===== src/rtl/adma_pkg.sv =====
// Shared types and constants for the ADMA host interface blocks.
package adma_pkg;

    typedef enum logic [1:0] {
        IDLE  = 2'd0,
        CHECK = 2'd1,
        XFER  = 2'd2,
        DONE  = 2'd3
    } adma_state_e;

    localparam logic DIR_RAM2FIFO = 1'b1;
    localparam logic DIR_FIFO2RAM = 1'b0;

endpackage


===== src/rtl/adma_stall_timer.sv =====
// Counts consecutive enabled cycles and flags the cycle that reaches LIMIT.
// LIMIT = 0 disables the flag entirely.
module adma_stall_timer #(
    parameter int LIMIT = 1024
) (
    input  logic CLK,
    input  logic RESET,
    input  logic clear,
    input  logic enable,
    output logic limit_hit
);

    localparam int CW = (LIMIT > 1) ? $clog2(LIMIT) : 1;
    localparam logic [CW-1:0] LAST = CW'((LIMIT > 0) ? LIMIT - 1 : 0);

    logic [CW-1:0] count;

    // The hit fires during the LIMIT-th enabled cycle, not one cycle later.
    assign limit_hit = (LIMIT != 0) && enable && (count == LAST);

    always_ff @(posedge CLK) begin
        if (RESET || clear) begin
            count <= '0;
        end else if (enable && !limit_hit) begin
            count <= count + CW'(1);
        end
    end

endmodule


===== src/rtl/adma_xfer_engine.sv =====
// RAM<->FIFO data mover: one DATA_W beat per cycle, pauses on FIFO/RAM
// back-pressure, with alignment check, stall timeout, abort and a TFC pulse.
module adma_xfer_engine
    import adma_pkg::*;
#(
    parameter int DATA_W      = 32,
    parameter int ADDR_W      = 64,
    parameter int LEN_W       = 16,
    parameter int STALL_LIMIT = 1024
) (
    input  logic              CLK,
    input  logic              RESET,
    input  logic              start,
    input  logic              abort,
    input  logic              direction,
    input  logic [ADDR_W-1:0] address_init,
    input  logic [LEN_W-1:0]  length,
    input  logic              ram_ready,
    input  logic [DATA_W-1:0] data_from_ram,
    input  logic [DATA_W-1:0] data_from_fifo,
    input  logic              fifo_empty,
    input  logic              fifo_full,
    output logic              ram_read,
    output logic              ram_write,
    output logic [ADDR_W-1:0] ram_address,
    output logic [DATA_W-1:0] data_to_ram,
    output logic              fifo_read,
    output logic              fifo_write,
    output logic [DATA_W-1:0] data_to_fifo,
    output logic              busy,
    output logic              TFC,
    output logic              error,
    output adma_state_e       dbg_state
);

    localparam int BEAT_BYTES = DATA_W / 8;
    localparam int REM_W      = LEN_W + 1;
    localparam logic [ADDR_W-1:0] ADDR_MASK = ADDR_W'(BEAT_BYTES - 1);
    localparam logic [ADDR_W-1:0] ADDR_STEP = ADDR_W'(BEAT_BYTES);
    localparam logic [REM_W-1:0]  REM_MASK  = REM_W'(BEAT_BYTES - 1);
    localparam logic [REM_W-1:0]  REM_STEP  = REM_W'(BEAT_BYTES);

    adma_state_e       state, state_next;
    logic              dir_q;
    logic [ADDR_W-1:0] addr_q;
    logic [REM_W-1:0]  rem_q;
    logic              error_q;
    logic              in_xfer, beat, stall_hit, misaligned, last_beat, accept;

    // Handshake: a beat completes in a cycle where the RAM side (ram_ready) and
    // the FIFO side (!fifo_full for pushes, !fifo_empty for pops) are both ready;
    // strobes assert only in such a cycle, so every strobe is a completed beat.
    assign accept     = (state == IDLE) && start && !abort;
    assign in_xfer    = (state == XFER) && !abort;
    assign beat       = in_xfer && ram_ready &&
                        ((dir_q == DIR_RAM2FIFO) ? !fifo_full : !fifo_empty);
    assign misaligned = ((addr_q & ADDR_MASK) != '0) || ((rem_q & REM_MASK) != '0);
    assign last_beat  = (rem_q == REM_STEP);

    adma_stall_timer #(.LIMIT(STALL_LIMIT)) u_stall_timer (
        .CLK      (CLK),
        .RESET    (RESET),
        .clear    (!in_xfer || beat),
        .enable   (in_xfer && !beat),
        .limit_hit(stall_hit)
    );

    always_comb begin
        state_next = state;
        unique case (state)
            IDLE:    if (accept) state_next = CHECK;
            CHECK:   state_next = (abort || misaligned) ? IDLE : XFER;
            XFER: begin
                if (abort || stall_hit)    state_next = IDLE;
                else if (beat && last_beat) state_next = DONE;
            end
            DONE:    state_next = IDLE;
            default: state_next = IDLE;
        endcase
    end

    always_ff @(posedge CLK) begin
        if (RESET) begin
            state   <= IDLE;
            dir_q   <= DIR_FIFO2RAM;
            addr_q  <= '0;
            rem_q   <= '0;
            error_q <= 1'b0;
        end else begin
            state <= state_next;
            if (accept) begin
                dir_q   <= direction;
                addr_q  <= address_init;
                rem_q   <= (length == '0) ? {1'b1, {LEN_W{1'b0}}} : {1'b0, length};
                error_q <= 1'b0;
            end
            if ((state == CHECK) && !abort && misaligned) error_q <= 1'b1;
            if (stall_hit) error_q <= 1'b1;
            if (beat) begin
                addr_q <= addr_q + ADDR_STEP;
                rem_q  <= rem_q - REM_STEP;
            end
        end
    end

    assign ram_read     = beat && (dir_q == DIR_RAM2FIFO);
    assign fifo_write   = beat && (dir_q == DIR_RAM2FIFO);
    assign fifo_read    = beat && (dir_q == DIR_FIFO2RAM);
    assign ram_write    = beat && (dir_q == DIR_FIFO2RAM);
    assign data_to_fifo = (in_xfer && dir_q == DIR_RAM2FIFO) ? data_from_ram  : '0;
    assign data_to_ram  = (in_xfer && dir_q == DIR_FIFO2RAM) ? data_from_fifo : '0;
    assign ram_address  = addr_q;
    assign busy         = (state == CHECK) || (state == XFER);
    assign TFC          = (state == DONE) && !abort;
    assign error        = error_q;
    assign dbg_state    = state;

endmodule


===== config.mk =====
export PLATFORM = sky130hd
export DESIGN_NAME = adma_xfer_engine
export DESIGN_NICKNAME = d
export VERILOG_FILES = /design/src/rtl/adma_pkg.sv /design/src/rtl/adma_stall_timer.sv /design/src/rtl/adma_xfer_engine.sv
export SDC_FILE = /design/constraint.sdc
export NUM_CORES = 1
export LEC_CHECK = 0
export ABC_AREA = 1
export CAP_MARGIN = 30
export CORE_ASPECT_RATIO = 1.2
export CORE_MARGIN = 5
export CORE_UTILIZATION = 45
export DETAILED_ROUTE_END_ITERATION = 10
export PLACE_DENSITY = 0.82
export SETUP_SLACK_MARGIN = 0.2
export SYNTH_ARGS = -nofsm -noshare
export SYNTH_HDL_FRONTEND = slang
export SYNTH_SLANG_ARGS = --single-unit

===== constraint.sdc =====
create_clock -name CLK -period 2.3 [get_ports CLK]
set_input_delay 0.345 -clock CLK [delete_from_list [all_inputs] [get_ports CLK]]
set_output_delay 0.345 -clock CLK [all_outputs]
set_load 0.01 [all_outputs]

# After elaboration in Yosys (flattened, before gate mapping)
# Index checks and enable logic that the tools add are counted.
[totals]
inputBits = 152
output_inout_bits = 137
regBits = 95
elab_cells = 68
[op_classes]
addsub = 3
bitwise = 1
n_eq_ne = 7
reduce_logical = 35
n_mux = 16
[ops]
columns = ["operator", "n"]
rows = [
  ["64-bit 2-to-1 mux", 2],
  ["64-bit by 3-bit adder with 64-bit output (second input constant)", 1],
  ["32-bit 2-to-1 mux", 2],
  ["64-bit nonzero test", 1],
  ["17-bit 2-to-1 mux", 3],
  ["17-bit by 3-bit equality test with 1-bit output (second input constant)", 1],
  ["17-bit nonzero test", 1],
  ["17-bit by 3-bit subtractor with 17-bit output (second input constant)", 1],
  ["1-bit logical AND", 16],
  ["16-bit zero test", 1],
  ["10-bit by 1-bit adder with 10-bit output (second input constant)", 1],
  ["10-bit equality test (second input constant)", 1],
  ["2-bit 2-to-1 mux", 4],
  ["2-bit one-hot mux with 4 select lines", 1],
  ["1-bit zero test", 6],
  ["1-bit logical OR", 6],
  ["2-bit equality test (second input constant)", 2],
  ["1-bit 2-to-1 mux", 4],
  ["3-bit by 1-bit inequality test with 1-bit output (second input constant)", 1],
  ["3-bit nonzero test", 1],
  ["2-bit by 1-bit equality test with 1-bit output (second input constant)", 1],
  ["2-bit zero test", 1],
  ["2-bit inequality test (second input constant)", 1],
  ["2-bit AND reduction", 1],
  ["other kinds (2)", 2],
]

# Longest topological paths before layout
[logic_depth]
ltp_word = 10
depth_mapped = 12
depth_no_buf = 12

# By module
# A second synthesis with hierarchy kept.
[hier_totals]
cells_unflattened = 1312
hier_area_um2 = 7350.8
[modules_own_cells]
columns = ["module", "cells_per_inst", "seq_area_each_um2", "area_per_inst_um2", "instances"]
rows = [
  ["adma_xfer_engine", 1222, 1701.6, 6736.5, 1],
  ["adma_stall_timer", 90, 200.2, 614.3, 1],
]

# Worst setup path after synthesis
# OpenSTA, ideal clock, no wires.
[synth_path]
path_type = "reg-to-output"
from = "reg state[0] (netlist: dbg_state[0])"
to = "out ram_write"
n_path_buf = 2
required_ns = 1.955
arrival_time_ns = 1.550
slack_ns = 0.405
stages_incl_launch_ff = 9
path_cell_list = "dfxtp_1 -> inv_1 -> ha_1 -> inv_1 -> nor2_4 -> nand4_1 -> clkbuf_1 -> nor2_1 -> buf_4"
[synth_via]
elab_chain_len = 5
[synth_rtl]
columns = ["element", "line", "source"]
rows = [
  ["start: declaration", "adma_xfer_engine.sv:43", "adma_state_e state, state_next;"],
  ["start signal: assignment", "adma_xfer_engine.sv:90", "state <= state_next;"],
  ["2-bit equality test", "adma_xfer_engine.sv:54", "assign in_xfer = (state == XFER) && !abort;"],
  ["1-bit logical AND", "adma_xfer_engine.sv:54", ""],
  ["1-bit logical AND (2 in a row)", "adma_xfer_engine.sv:55", "assign beat = in_xfer && ram_ready &&"],
  ["1-bit logical AND", "n/a", ""],
  ["end: declaration", "adma_xfer_engine.sv:24", "output logic ram_write,"],
]
# Every way passes these cells.

# Final worst setup path
[layout_path]
from = "reg state[0] (netlist: dbg_state[0])"
to = "reg addr_q[53] (netlist: ram_address[53])"
[layout_via]
elab_chain_len = 5
word_cells_on_any_way = 9
cone_classes = "eq/ne (1); mux (1); reduce/logical (7)"
[layout_rtl]
columns = ["element", "line", "source"]
rows = [
  ["2-bit equality test", "adma_xfer_engine.sv:54", ""],
  ["1-bit logical AND", "adma_xfer_engine.sv:54", ""],
  ["1-bit logical AND (2 in a row)", "adma_xfer_engine.sv:55", ""],
  ["64-bit 2-to-1 mux / 2-bit nonzero test (equally long branches)", "n/a", ""],
  ["end signal: assignment", "adma_xfer_engine.sv:93", "addr_q <= address_init;"],
  ["end signal: assignment", "adma_xfer_engine.sv:100", "addr_q <= addr_q + ADDR_STEP;"],
  ["end: declaration", "adma_xfer_engine.sv:45", "logic [ADDR_W-1:0] addr_q;"],
]
# Several ways; a longest one is shown, not always the timed one.
# A chain may end at the register's enable or synchronous reset.

==> metrics <==
First-pass DRT Iterations 5; met2 usage 0.502; fraction of layout cells with a size suffix above 1 0.126; CP Class reg -> reg; global route hottest layer met2; initial antenna violation count 1; max cap viols 0; RSZ-0062 raised after global routing yes; Crit Reg-Reg Startpoint dbg_state[0]; core box area 0.0161 sq mm; WL final 30000 um; simple-gate share of the synthesized area 0.428; Worst setup startpoint dbg_state[0]; warnings from Yosys 0; Final HPWL DP approximately 23000 um; Max VDD drop 0.000334 V; Leak Pwr roughly 0.0046 uW; post-synthesis sequential area ratio 0.260; post-synthesis cell type count 38; FF-to-FF End ram_address[53]; clk slew on worst S/H paths 70 ps; DRT antenna net count 0; CTS HTree Levels 3; Post-Synth Adder-Cell Area 0.0137; largest family of logic cells by synthesized area simple AND/OR/NAND/NOR gates; area fraction in compound gates after synthesis 0.145; startpoint types flip-flop; cell count after synthesis 1302; register bit total from synthesis 95; Clk pwr share 0.327; Comb pwr share 0.282; chip height approximately 150 um; CTS root buffer clkbuf_16; TNS Setup 0 ps; Total GRT Usage 0.283; max-slew violation count 0; Mean Syn Cell Area approximately 5.6 sq um; hold buffers post-CTS 0; Die ar. ~0.019 sq mm; routed len/inst 16.4 um; vias in the first global route between 8000 and 9000; min Tclk post-route just over 2000 ps; sequential share of power 0.391; Max Fanout on Critical Path 9; drc violations 0; clk sinks between 90 and 100; commonest non-fill, non-tap cell in the layout nand2_1; highest clock rate between 0.4 and 0.5 GHz; Mapped Nets ~1500; Setup-failing EPs final 0; fin crit share 0.898; post-synthesis mux area share 0; Worst EP arrival about 2300 ps; hold path cells 2; largest net degree at the start of global routing 43; port bufs 288; most area-hungry cell type in the Yosys netlist dfxtp_1; fin util 0.680; Psw roughly 1500 uW; # IOs between 200 and 300; fill count between 1000 and 1500; Hold Crit Class in -> reg; hold path startpoint RESET; vias 9560; outcome complete, no violations; TritonCTS buffer count 9; switching portion of total power 0.313; total grt overflow 0; DP Area 0.0105 sq mm; CP Capture Type flip-flop; Pwr Density about 440 mW/mm^2; post-synthesis cell area around 0.0073 sq mm; most frequent cells in the layout 357 x nand2_1, 228 x nor2_1, 218 x clkdlybuf4s50_1; Area growth syn-to-layout 49.9%; row count 51; CP Data Required Time between 2000 and 3000 ps; Final Instance Area around 0.011 sq mm; Worst Hold End dbg_state[1]; clock buffer depth 2; Starting Density 0.454; # nets final ~1800; Slew HR 0.555; worst skew pair latency roughly 360 ps; first-pass GRT wire length approximately 43000 um; First DRT Iteration DRCs roughly 950; Final Hold Fails 0; area share of the largest cell type after synthesis 0.260; worst r2r path cells 16; Int Pwr 3350 uW; Vias/cell between 5 and 6; CTS tree yes; dominant cells by area after synthesis dfxtp_1 26%, nand2_1 18%, nor2_1 12%; Reg2Reg Setup Slack between 200 and 250 ps; met3 usage in global routing 0.0453; GR met1 Demand/Resource 0.336; Worst Skew ~14 ps; Die X approximately 130 um; Slew @ Worst Pin between 600 and 700 ps; worst hold slack about 220 ps; Final Wtd Congestion 0.965; XOR/XNOR Fraction of Synth Area 0.0215
-- power by group through the flow --
| stage | sequential [uW] | combinational [uW] | clock (uW) |
|---|---|---|---|
| finish | 1900 | 1370 | 1590 |
| global route | 1920 | 1490 | 1670 |
| CTS | 1890 | 1210 | 1600 |
| detailed placement | 1930 | 1200 | 0 |
| global placement | 1930 | 1180 | 0 |
| floorplan | 1930 | 545 | 0 |
-- routing by layer --
layer | share of wire | up-vias
li1 | - | 4683
met5 | 0 | -
met4 | 0.049 | 0
met2 | 0.49 | 477
met1 | 0.38 | 4309
met3 | 0.077 | 91
-- stage by stage --
stage	worst slack [ps]	std cells	power, uW
finish	235	1822	4870
global route	162	1821	5070
CTS	169	1798	4700
detailed placement	-60.5	1782	3130
global placement	-0.640	1782	3110
floorplan	405	1302	2470
-- layout make-up --
type                            instances  area (sq um)  area share
Multi-Input combinational cell        960          4550       0.415
Timing Repair Buffer                  332          3160       0.288
Sequential cell                        95          1910       0.174
Inverter                              206           781      0.0711
Tap cell                              212           265      0.0242
Clock buffer                           10           239      0.0218
Clock inverter                          5          65.1     0.00593
Antenna cell                            2          5.00    0.000456
-- cell usage after synthesis --
library cell  count
buf_6             1
nor4_1            2
nor2_1          234
dfxtp_1          95
ha_1              8
nand3b_1          2
a21oi_1          72
nor3_1            6
nand2_1         360
a22oi_1           1
a31oi_1          19
o21ai_0          77
nand3_1          62
buf_4             3
a21o_1            1
o221ai_1          1
xnor2_1           2
and3_1            1
o22ai_1           3
nand3_2           1
clkbuf_1         19
buf_2            18
nand2_2          11
nor2_4           10
o21ai_1          16
nor2_2           15
inv_1           198
or2_2             2
nand3_4           1
clkinv_1          1
inv_2             7
a21boi_0          1
o211ai_1          8
a21oi_2           1
nand4_1          22
nor2_8            2
xor2_1           16
nand2_4           3
-- how the worst max path moves through the flow --
stage / to / slack (ps) / depth (start not counted)
floorplan: ram_write / 400 / 8
global placement: data_to_fifo[6] / -0.6 / 6
detailed placement: data_to_fifo[29] / -60 / 6
CTS: data_to_ram[13] / 170 / 8
finish: ram_address[53] / 240 / 16
global route: ram_address[8] / 160 / 13
-- critical path, stage by stage, from the launching register on --
cell and delay (ps):
dfxtp_4 360, inv_4 60, ha_4 110, inv_2 40
nor2_4 170, buf_6 130, buf_6 100, nand2_4 50
nor2_8 190, nor2_4 80, buf_12 150, buf_12 140
buf_4 130, nand2_1 50, o21ai_1 50, inv_1 50
a21oi_1 50
-- sequential cells by signal (all words and copies together), names as in the netlist --
| register | flops |
|---|---|
| error | 1 |
| dbg_state | 2 |
| rem_q | 17 |
| ram_address | 64 |
| u_stall_timer.count | 10 |
| dir_q | 1 |
-- timing repair --
item	in CTS	in global routing
buffers inserted	1	12
gates cloned	0	10
gates resized for setup	92	173
endpoints found under the setup margin	69	133
pin swaps	1	8
-- kinds of logic after synthesis --
kind of cell | Yosys count
simple gates | 734
compound gates | 200
flops | 95
xor+xnor | 18
buf+inv | 247
fa+ha+maj | 8
No activity file was read; power rests on OpenSTA's default activity.
